===== src/rtl/ff_rd_status_if.sv =====
// ---------------------------------------------------------------------------
// ff_rd_status_if
// Bundle of read-side FIFO status signals between the read-domain status
// stage and its neighbours (read gray counter, consumer, write pointer).
//   wptr_gry_async : write gray pointer, asynchronous to the read clock
//   rptr_gry       : current read gray pointer (read counter gry_cnt)
//   rptr_gry_nxt   : next read gray pointer (read counter gry_cnt_nxt)
//   rd_req         : consumer read request
//   underflow_clr  : clears the sticky underflow flag
//   rd_en          : accepted read (read counter en / RAM read strobe)
//   empty          : FIFO empty, registered
//   almost_empty   : occupancy at or below threshold, registered
//   occ            : occupancy in words, registered
//   underflow      : sticky read-while-empty flag
//   wptr_gry_sync  : last synchroniser stage (monitor)
// Modports: master = surrounding logic, slave = status stage.
// ---------------------------------------------------------------------------
interface ff_rd_status_if #(
  parameter int unsigned PTR_W = 4
);
  logic [PTR_W-1:0] wptr_gry_async;
  logic [PTR_W-1:0] rptr_gry;
  logic [PTR_W-1:0] rptr_gry_nxt;
  logic             rd_req;
  logic             underflow_clr;
  logic             rd_en;
  logic             empty;
  logic             almost_empty;
  logic [PTR_W-1:0] occ;
  logic             underflow;
  logic [PTR_W-1:0] wptr_gry_sync;

  modport master (
    output wptr_gry_async, rptr_gry, rptr_gry_nxt, rd_req, underflow_clr,
    input  rd_en, empty, almost_empty, occ, underflow, wptr_gry_sync
  );

  modport slave (
    input  wptr_gry_async, rptr_gry, rptr_gry_nxt, rd_req, underflow_clr,
    output rd_en, empty, almost_empty, occ, underflow, wptr_gry_sync
  );
endinterface


===== src/rtl/ff_rd_status.sv =====
// ---------------------------------------------------------------------------
// ff_rd_status
// Read-side status stage of the async FIFO. Synchronises the write gray
// pointer into the read clock, compares it with the next read pointer and
// registers empty / almost_empty / occupancy / sticky underflow. Gates the
// consumer read request into the read-counter enable.
// Ports:
//   clk   : read-domain clock
//   rst_n : asynchronous active-low reset
//   bus   : ff_rd_status_if.slave (pointers, request, status outputs)
// Parameters:
//   ADDR_W      : FIFO address width, pointers carry one extra wrap bit
//   SYNC_STAGES : write-pointer synchroniser depth (2..4)
//   AE_THRESH   : almost_empty when occupancy <= AE_THRESH (0..2^ADDR_W)
// ---------------------------------------------------------------------------
module ff_rd_status #(
  parameter int unsigned ADDR_W      = 3,
  parameter int unsigned SYNC_STAGES = 2,
  parameter int unsigned AE_THRESH   = 2
) (
  input  logic                clk,
  input  logic                rst_n,
  ff_rd_status_if.slave       bus
);

  localparam int unsigned PTR_W = ADDR_W + 1;

  // Gray -> binary: bin[i] = ^gry[PTR_W-1:i]
  function automatic logic [PTR_W-1:0] gry2bin(input logic [PTR_W-1:0] g);
    logic [PTR_W-1:0] b;
    b[PTR_W-1] = g[PTR_W-1];
    for (int i = int'(PTR_W) - 2; i >= 0; i--) begin
      b[i] = b[i+1] ^ g[i];
    end
    return b;
  endfunction

  function automatic logic [PTR_W-1:0] bin2gry(input logic [PTR_W-1:0] b);
    return b ^ (b >> 1);
  endfunction

  logic [SYNC_STAGES-1:0][PTR_W-1:0] sync_q;
  logic                              empty_q;
  logic                              almost_empty_q;
  logic [PTR_W-1:0]                  occ_q;
  logic                              underflow_q;

  logic [PTR_W-1:0] wptr_sync;
  logic [PTR_W-1:0] wbin_sync;
  logic [PTR_W-1:0] rbin_nxt;
  logic [PTR_W-1:0] occ_nxt;
  logic             empty_nxt;
  logic             almost_empty_nxt;
  logic             underflow_set;

  // Plain flop chain, no logic between stages; gray coding keeps each
  // sampled value at most one step away from a legal pointer.
  always_ff @(posedge clk or negedge rst_n) begin
    if (!rst_n) begin
      sync_q <= '0;
    end else begin
      sync_q <= {sync_q[SYNC_STAGES-2:0], bus.wptr_gry_async};
    end
  end

  assign wptr_sync = sync_q[SYNC_STAGES-1];

  // Status is computed from the pointer after this cycle's read, so a read
  // shows up in empty/occ on the same edge that advances the read counter.
  always_comb begin
    wbin_sync        = gry2bin(wptr_sync);
    rbin_nxt         = gry2bin(bus.rptr_gry_nxt);
    occ_nxt          = wbin_sync - rbin_nxt;
    empty_nxt        = (bus.rptr_gry_nxt == wptr_sync);
    almost_empty_nxt = (occ_nxt <= PTR_W'(AE_THRESH));
    underflow_set    = bus.rd_req & empty_q;
  end

  // Registered status flags; reset shows an empty FIFO.
  always_ff @(posedge clk or negedge rst_n) begin
    if (!rst_n) begin
      empty_q        <= 1'b1;
      almost_empty_q <= 1'b1;
      occ_q          <= '0;
    end else begin
      empty_q        <= empty_nxt;
      almost_empty_q <= almost_empty_nxt;
      occ_q          <= occ_nxt;
    end
  end

  // Sticky underflow; a new underflow wins over a simultaneous clear.
  always_ff @(posedge clk or negedge rst_n) begin
    if (!rst_n) begin
      underflow_q <= 1'b0;
    end else if (underflow_set) begin
      underflow_q <= 1'b1;
    end else if (bus.underflow_clr) begin
      underflow_q <= 1'b0;
    end
  end

  assign bus.rd_en         = bus.rd_req & ~empty_q;
  assign bus.empty         = empty_q;
  assign bus.almost_empty  = almost_empty_q;
  assign bus.occ           = occ_q;
  assign bus.underflow     = underflow_q;
  assign bus.wptr_gry_sync = wptr_sync;

  // The read counter may only hold or take one gray step per cycle.
  logic [PTR_W-1:0] rptr_succ;
  assign rptr_succ = bin2gry(gry2bin(bus.rptr_gry) + PTR_W'(1));

  a_rptr_step: assert property (@(posedge clk) disable iff (!rst_n)
    (bus.rptr_gry_nxt == bus.rptr_gry) || (bus.rptr_gry_nxt == rptr_succ))
    else $error("ff_rd_status: rptr_gry_nxt is not rptr_gry or its gray successor");

endmodule

===== src/flat_wrapper.sv =====
// flat-port wrapper written by rule: the top's interface ports become plain ports
module ff_rd_status_flat 
#(
  parameter int unsigned ADDR_W      = 3,
  parameter int unsigned SYNC_STAGES = 2,
  parameter int unsigned AE_THRESH   = 2
)
  (clk, rst_n, bus_wptr_gry_async, bus_rptr_gry, bus_rptr_gry_nxt, bus_rd_req, bus_underflow_clr, bus_rd_en, bus_empty, bus_almost_empty, bus_occ, bus_underflow, bus_wptr_gry_sync);
  ff_rd_status_if bus_i ();
  input  logic clk;
  input  logic rst_n;
  input wire logic [$bits(bus_i.wptr_gry_async)-1:0] bus_wptr_gry_async;
  input wire logic [$bits(bus_i.rptr_gry)-1:0] bus_rptr_gry;
  input wire logic [$bits(bus_i.rptr_gry_nxt)-1:0] bus_rptr_gry_nxt;
  input wire logic [$bits(bus_i.rd_req)-1:0] bus_rd_req;
  input wire logic [$bits(bus_i.underflow_clr)-1:0] bus_underflow_clr;
  output wire logic [$bits(bus_i.rd_en)-1:0] bus_rd_en;
  output wire logic [$bits(bus_i.empty)-1:0] bus_empty;
  output wire logic [$bits(bus_i.almost_empty)-1:0] bus_almost_empty;
  output wire logic [$bits(bus_i.occ)-1:0] bus_occ;
  output wire logic [$bits(bus_i.underflow)-1:0] bus_underflow;
  output wire logic [$bits(bus_i.wptr_gry_sync)-1:0] bus_wptr_gry_sync;
  assign bus_i.wptr_gry_async = bus_wptr_gry_async;
  assign bus_i.rptr_gry = bus_rptr_gry;
  assign bus_i.rptr_gry_nxt = bus_rptr_gry_nxt;
  assign bus_i.rd_req = bus_rd_req;
  assign bus_i.underflow_clr = bus_underflow_clr;
  assign bus_rd_en = bus_i.rd_en;
  assign bus_empty = bus_i.empty;
  assign bus_almost_empty = bus_i.almost_empty;
  assign bus_occ = bus_i.occ;
  assign bus_underflow = bus_i.underflow;
  assign bus_wptr_gry_sync = bus_i.wptr_gry_sync;
  ff_rd_status #(.ADDR_W(ADDR_W), .SYNC_STAGES(SYNC_STAGES), .AE_THRESH(AE_THRESH)) u_core (.clk(clk), .rst_n(rst_n), .bus(bus_i));
endmodule

===== config.mk =====
export PLATFORM = sky130hd
export DESIGN_NAME = ff_rd_status_flat
export DESIGN_NICKNAME = d
export VERILOG_FILES = /design/src/rtl/ff_rd_status_if.sv /design/src/rtl/ff_rd_status.sv /design/src/flat_wrapper.sv
export SDC_FILE = /design/constraint.sdc
export NUM_CORES = 1
export LEC_CHECK = 0
export CELL_PAD_IN_SITES_DETAIL_PLACEMENT = 0
export CELL_PAD_IN_SITES_GLOBAL_PLACEMENT = 1
export CORE_MARGIN = 4
export CORE_UTILIZATION = 33
export DETAILED_ROUTE_END_ITERATION = 12
export PLACE_DENSITY = 0.86
export SETUP_SLACK_MARGIN = 0.2
export SYNTH_ARGS = -nofsm -noshare
export SYNTH_HDL_FRONTEND = slang
export SYNTH_SLANG_ARGS = --single-unit

===== constraint.sdc =====
create_clock -name clk -period 2.5 [get_ports clk]
set_input_delay 0.375 -clock clk [delete_from_list [all_inputs] [get_ports clk]]
set_output_delay 0.375 -clock clk [all_outputs]
set_load 0.05 [all_outputs]

**Word level (Yosys, flattened, before mapping)**

Cells that the tools add are included.

- Word-level logic and storage cells: 21
- Bits of input ports: 16
- Output and inout bits: 12
- Bits in registers: 15

- Reductions and logical operators: 1
- Equality and inequality tests: 1
- Bitwise logic cells: 9
- Order comparisons: 1
- Mux-type cells: 2
- $add $sub $neg: 1

Operators by type and width:

| cell | count |
|---|---|
| $xor A1 B1 Y1 | 6 |
| $eq A4 B4 Y1 | 1 |
| $le A4 B2 Y1 const B | 1 |
| $sub A4 B4 Y4 | 1 |
| $and A1 B1 Y1 | 2 |
| $mux W1 | 2 |
| $reduce_bool A2 Y1 | 1 |
| $not A1 Y1 | 1 |

**Longest topological paths before layout**

- Depth in word-level cells: 5
- Gate-level depth with buffers: 9
- Mapped depth without buffers: 8

**Worst setup path after synthesis**

No wires, ideal clock.

- Path kind: reg-to-reg
- From: register u_core.sync_q, in the netlist u_core.bus.wptr_gry_sync[2]
- To: register u_core.almost_empty_q, in the netlist u_core.bus.almost_empty
- Setup time: 105 ps
- Stages on the path, launching flop included: 8
- Buffers on the path: 1
- Required time: 2395 ps
- Arrival time: 1949 ps
- Slack: 446 ps
- Period minus slack after synthesis: 2054 ps
- Path through: dfrtp_1 buf_6 xor3_2 xnor2_1 ha_1 inv_1 ha_1 a2111oi_2

- Word-level cells in the longest chain between the ends: 5

Ends and longest elaborated chain:

| element | line | RTL |
|---|---|---|
| start, declared | ff_rd_status.sv:42 | `logic [SYNC_STAGES-1:0][PTR_W-1:0] sync_q;` |
| start signal, assigned | ff_rd_status.sv:62 | `sync_q <= {sync_q[SYNC_STAGES-2:0], bus.wptr_gry_async};` |
| $xor A1 B1 Y1 (*) (2 in a row) | ff_rd_status.sv:33 | `b[i] = b[i+1] ^ g[i];` |
| $xor A1 B1 Y1 | ff_rd_status.sv:33 |  |
| $sub A4 B4 Y4 (*) | ff_rd_status.sv:73 | `occ_nxt = wbin_sync - rbin_nxt;` |
| net u_core.occ_nxt[1] | ff_rd_status.sv:51 | `logic [PTR_W-1:0] occ_nxt;` |
| $le A4 B2 Y1 (*) | ff_rd_status.sv:75 | `almost_empty_nxt = (occ_nxt <= PTR_W'(AE_THRESH));` |
| net u_core.almost_empty_nxt | ff_rd_status.sv:53 | `logic almost_empty_nxt;` |
| end signal, assigned | ff_rd_status.sv:87 | `almost_empty_q <= almost_empty_nxt;` |
| end, declared | ff_rd_status.sv:44 | `logic almost_empty_q;` |

The timed path passes the listed nets; every way through them passes the cells marked *.
A chain may end at the register's enable or synchronous reset.

**Worst setup path after layout**

- From: input bus_rptr_gry_nxt[1]
- To: register u_core.almost_empty_q, in the netlist u_core.bus.almost_empty

- Word-level cells in the longest chain between the ends: 4

Ends and longest elaborated chain:

| element | line | RTL |
|---|---|---|
| start, declared | flat_wrapper.sv:14 | `input wire logic [$bits(bus_i.rptr_gry_nxt)-1:0] bus_rptr_gry_nxt;` |
| $xor A1 B1 Y1 (*) | ff_rd_status.sv:33 |  |
| $xor A1 B1 Y1 | ff_rd_status.sv:33 |  |
| $sub A4 B4 Y4 (*) | ff_rd_status.sv:73 |  |
| net u_core.occ_nxt[2] | ff_rd_status.sv:51 |  |
| $le A4 B2 Y1 (*) | ff_rd_status.sv:75 |  |
| net u_core.almost_empty_nxt | ff_rd_status.sv:53 |  |

Marks and branches as above.

==> impl_metrics.json <==
{
  "wl_um": 1430,
  "syn_nets": 75,
  "ios": 28,
  "skew_ns": 0.000641,
  "clkLatencyLatePin_ns": 0.28,
  "grt_pass1_vias": 502,
  "port_buffers": 23,
  "nNetsFinal": 107,
  "detail_route.wl_per_cell_um": 12.5,
  "num_antenna_cells": 0,
  "crit_type": "primary input to flip-flop",
  "grt.overflow.total": 0,
  "vias_per_cell": 4.43,
  "hpwl_um": 1070,
  "syn_inst": 56,
  "synthTopCellsByCount": "dfrtp_1, xnor2_1, xor2_1",
  "vdd_ir_drop_max_uv": 522,
  "whs_ns": 0.360,
  "ctsHoldBuffers": 0,
  "yosysTopAreaCellShare": 0.434,
  "fmax_mhz": 452,
  "cts_inserted_buffers": 3,
  "dpl.cell_count": 107,
  "slew_headroom": 0.582,
  "via_count": 505,
  "worst_pin_slew_ns": 0.625,
  "async_flop_share": 1.00,
  "place.gp.congestion": 0.722,
  "required_ns": 2.68,
  "yosysWarnings": 0,
  "cts_root_buf": "clkbuf_4",
  "min_period_over_period": 0.886,
  "cts_tree": "done",
  "clkTransAtPathRegs_ns": 0.08,
  "powerDensity_nw_per_um2": 840,
  "clkSinkCount": 15,
  "fin_crit_ns": 2.21,
  "antenna_left": 0,
  "drcViolationCount": 0,
  "setup_viol": 0,
  "synth.yosys.seq_area_share": 0.504,
  "firstDrtPassIters": 2,
  "hold_class": "flip-flop to flip-flop",
  "synth-edff-count": 0,
  "antenna_found_initial": 0,
  "clk_path_buf_depth": 2,
  "synthesis.area_sq_um": 749,
  "yosysMostFrequentCell": "dfrtp_1",
  "cts_max_level": 1,
  "max_cap_violations": 0,
  "start_util": 0.363,
  "synth_area_leaders": "dfrtp_1, dfstp_2, xnor2_1, xor2_1, ha_1",
  "yosysUniqueCellTypes": 24,
  "rows": 16,
  "final_area_sq_um": 1110,
  "rsz0062_at_grt": "no",
  "core_sq_um": 2060,
  "pre_cts_slack_ns": -0.108,
  "die_w_um": 55.7,
  "area_growth_syn_to_layout_pct": 48.1,
  "setup-tns-final_ns": 0,
  "finalHoldViolations": 0,
  "cp-start-kind": "primary input",
  "finalMaxSlewViolations": 0,
  "endpoint_kind": "flip-flop",
  "grtUsageTotal": 0.0910,
  "yosys.area.top_type": "dfrtp_1",
  "synth_top_flop_cell": "dfrtp_1",
  "place_area_sq_um": 1020,
  "arrival_ns": 2.39,
  "die_y_um": 55.7,
  "setup_slack_ns": 0.286,
  "grt_max_degree": 16,
  "drive_gt1_frac": 0.310,
  "die_area_sq_um": 3100,
  "ys_ff_latch": 15,
  "fin_cells": 114,
  "fillCellCount": 188,
  "first_iter_violations": 10,
  "syn_area_per_cell_sq_um": 13.4,
  "outcome": "completed",
  "critPathMaxFanout": 3,
  "leakagePower_nw": 0.503,
  "grt_pass1_wl_um": 2230
}
area by class of cell:
class                      instances  area [sq um]  share of cell area
timing repair buffer              33           310               0.280
clock buffer                       4          26.3              0.0237
inverter                           4          15.0              0.0135
multi-input combinational         31           344               0.310
sequential                        15           380               0.343
tap                               27          33.8              0.0304
logic make-up (layout without fill, tap and decap cells):
| group | count (synthesis) | in the layout | share of synthesized area |
|---|---|---|---|
| XOR/XNOR | 14 | 14 | 0.229 |
| adder cells (fa/ha/maj) | 3 | 3 | 0.0501 |
| multiplexers | 1 | 1 | 0.0134 |
| AND/OR/NAND/NOR | 7 | 7 | 0.0484 |
| flip-flops | 15 | 15 | 0.504 |
| buffers and inverters | 10 | 41 | 0.0818 |
| AO/OA/AOI/OAI | 6 | 6 | 0.0734 |
critical path, cell delays in order:
cell,delay (ns)
clkdlybuf4s50_1,0.49
xnor3_2,0.29
xnor2_2,0.19
ha_2,0.20
inv_1,0.07
ha_1,0.19
a21oi_2,0.16
xnor2_2,0.12
a2111oi_4,0.30
repair_timing:
action | 4_1_cts | 5_1_grt
endpoints found under the setup margin | 1 | 1
resized for setup | 1 | 8
setup buffers | 0 | 3
pin swaps | 0 | 5
routing by layer:
| layer | share of wire | vias to the layer above | wire length [um] | GRT usage |
|---|---|---|---|---|
| li1 | - | 243 | - | - |
| met1 | 0.37 | 242 | 525 | 0.0917 |
| met2 | 0.54 | 18 | 764 | 0.160 |
| met3 | 0.091 | 2 | 130 | 0.0534 |
| met4 | 0.0042 | 0 | 6 | 0.0208 |
| met5 | 0 | - | 0 | 0 |
worst paths after layout:
kind / startpoint / endpoint / slack, ns / depth (start not counted)
min in group asynchronous: rst_n / u_core.bus.underflow / 0.48 / 1
min reg2reg: u_core.sync_q[0] / u_core.bus.wptr_gry_sync[0] / 0.36 / 0
max: bus_rptr_gry_nxt[1] / u_core.bus.almost_empty / 0.29 / 9
max reg2reg: u_core.bus.wptr_gry_sync[3] / u_core.bus.almost_empty / 0.30 / 8
max in group asynchronous: rst_n / u_core.bus.wptr_gry_sync[3] / 1.58 / 1
min: u_core.sync_q[0] / u_core.bus.wptr_gry_sync[0] / 0.36 / 0
placed cells by master, fill, tap and decap left out:
| cell | instances |
|---|---|
| xnor3_4 | 1 |
| nand2_1 | 3 |
| ha_1 | 2 |
| clkbuf_4 | 3 |
| xnor2_2 | 2 |
| nor2b_1 | 1 |
| o21ai_2 | 1 |
| xor3_2 | 1 |
| mux2i_1 | 1 |
| dfrtp_1 | 11 |
| or2_1 | 1 |
| o221ai_1 | 1 |
| o211ai_2 | 1 |
| clkbuf_1 | 1 |
| o21ai_0 | 1 |
| ha_2 | 1 |
| inv_1 | 4 |
| nor4_1 | 1 |
| buf_4 | 10 |
| dfstp_2 | 2 |
| dfrtp_2 | 2 |
| clkdlybuf4s50_1 | 21 |
| xnor3_2 | 1 |
| or3_1 | 1 |
| xnor2_1 | 4 |
| xor2_1 | 5 |
| a21oi_2 | 1 |
| a2111oi_4 | 1 |
| dlymetal6s2s_1 | 2 |
stage by stage:
| stage | power, mW | utilization |
|---|---|---|
| finish | 0.932 | 0.538 |
| global route | 0.987 | 0.538 |
| CTS | 0.890 | 0.511 |
| detailed placement | 0.749 | 0.495 |
| global placement | 0.745 | 0.495 |
| floorplan | 0.589 | - |
power by group:
part	total (mW)	switching, mW	leakage (nW)	internal (mW)
clock network	0.133	0.0709	0.0150	0.0619
registers	0.308	0.0163	0.172	0.292
logic	0.491	0.279	0.316	0.212
total	0.932	0.366	0.503	0.565
flip-flops by register name (all words and copies together) (netlist names):
signal,cells
u_core.sync_q,4
u_core.bus.almost_empty,1
u_core.bus.empty,1
u_core.bus.occ,4
u_core.bus.underflow,1
u_core.bus.wptr_gry_sync,4
Power figures use the tool's default switching activity.
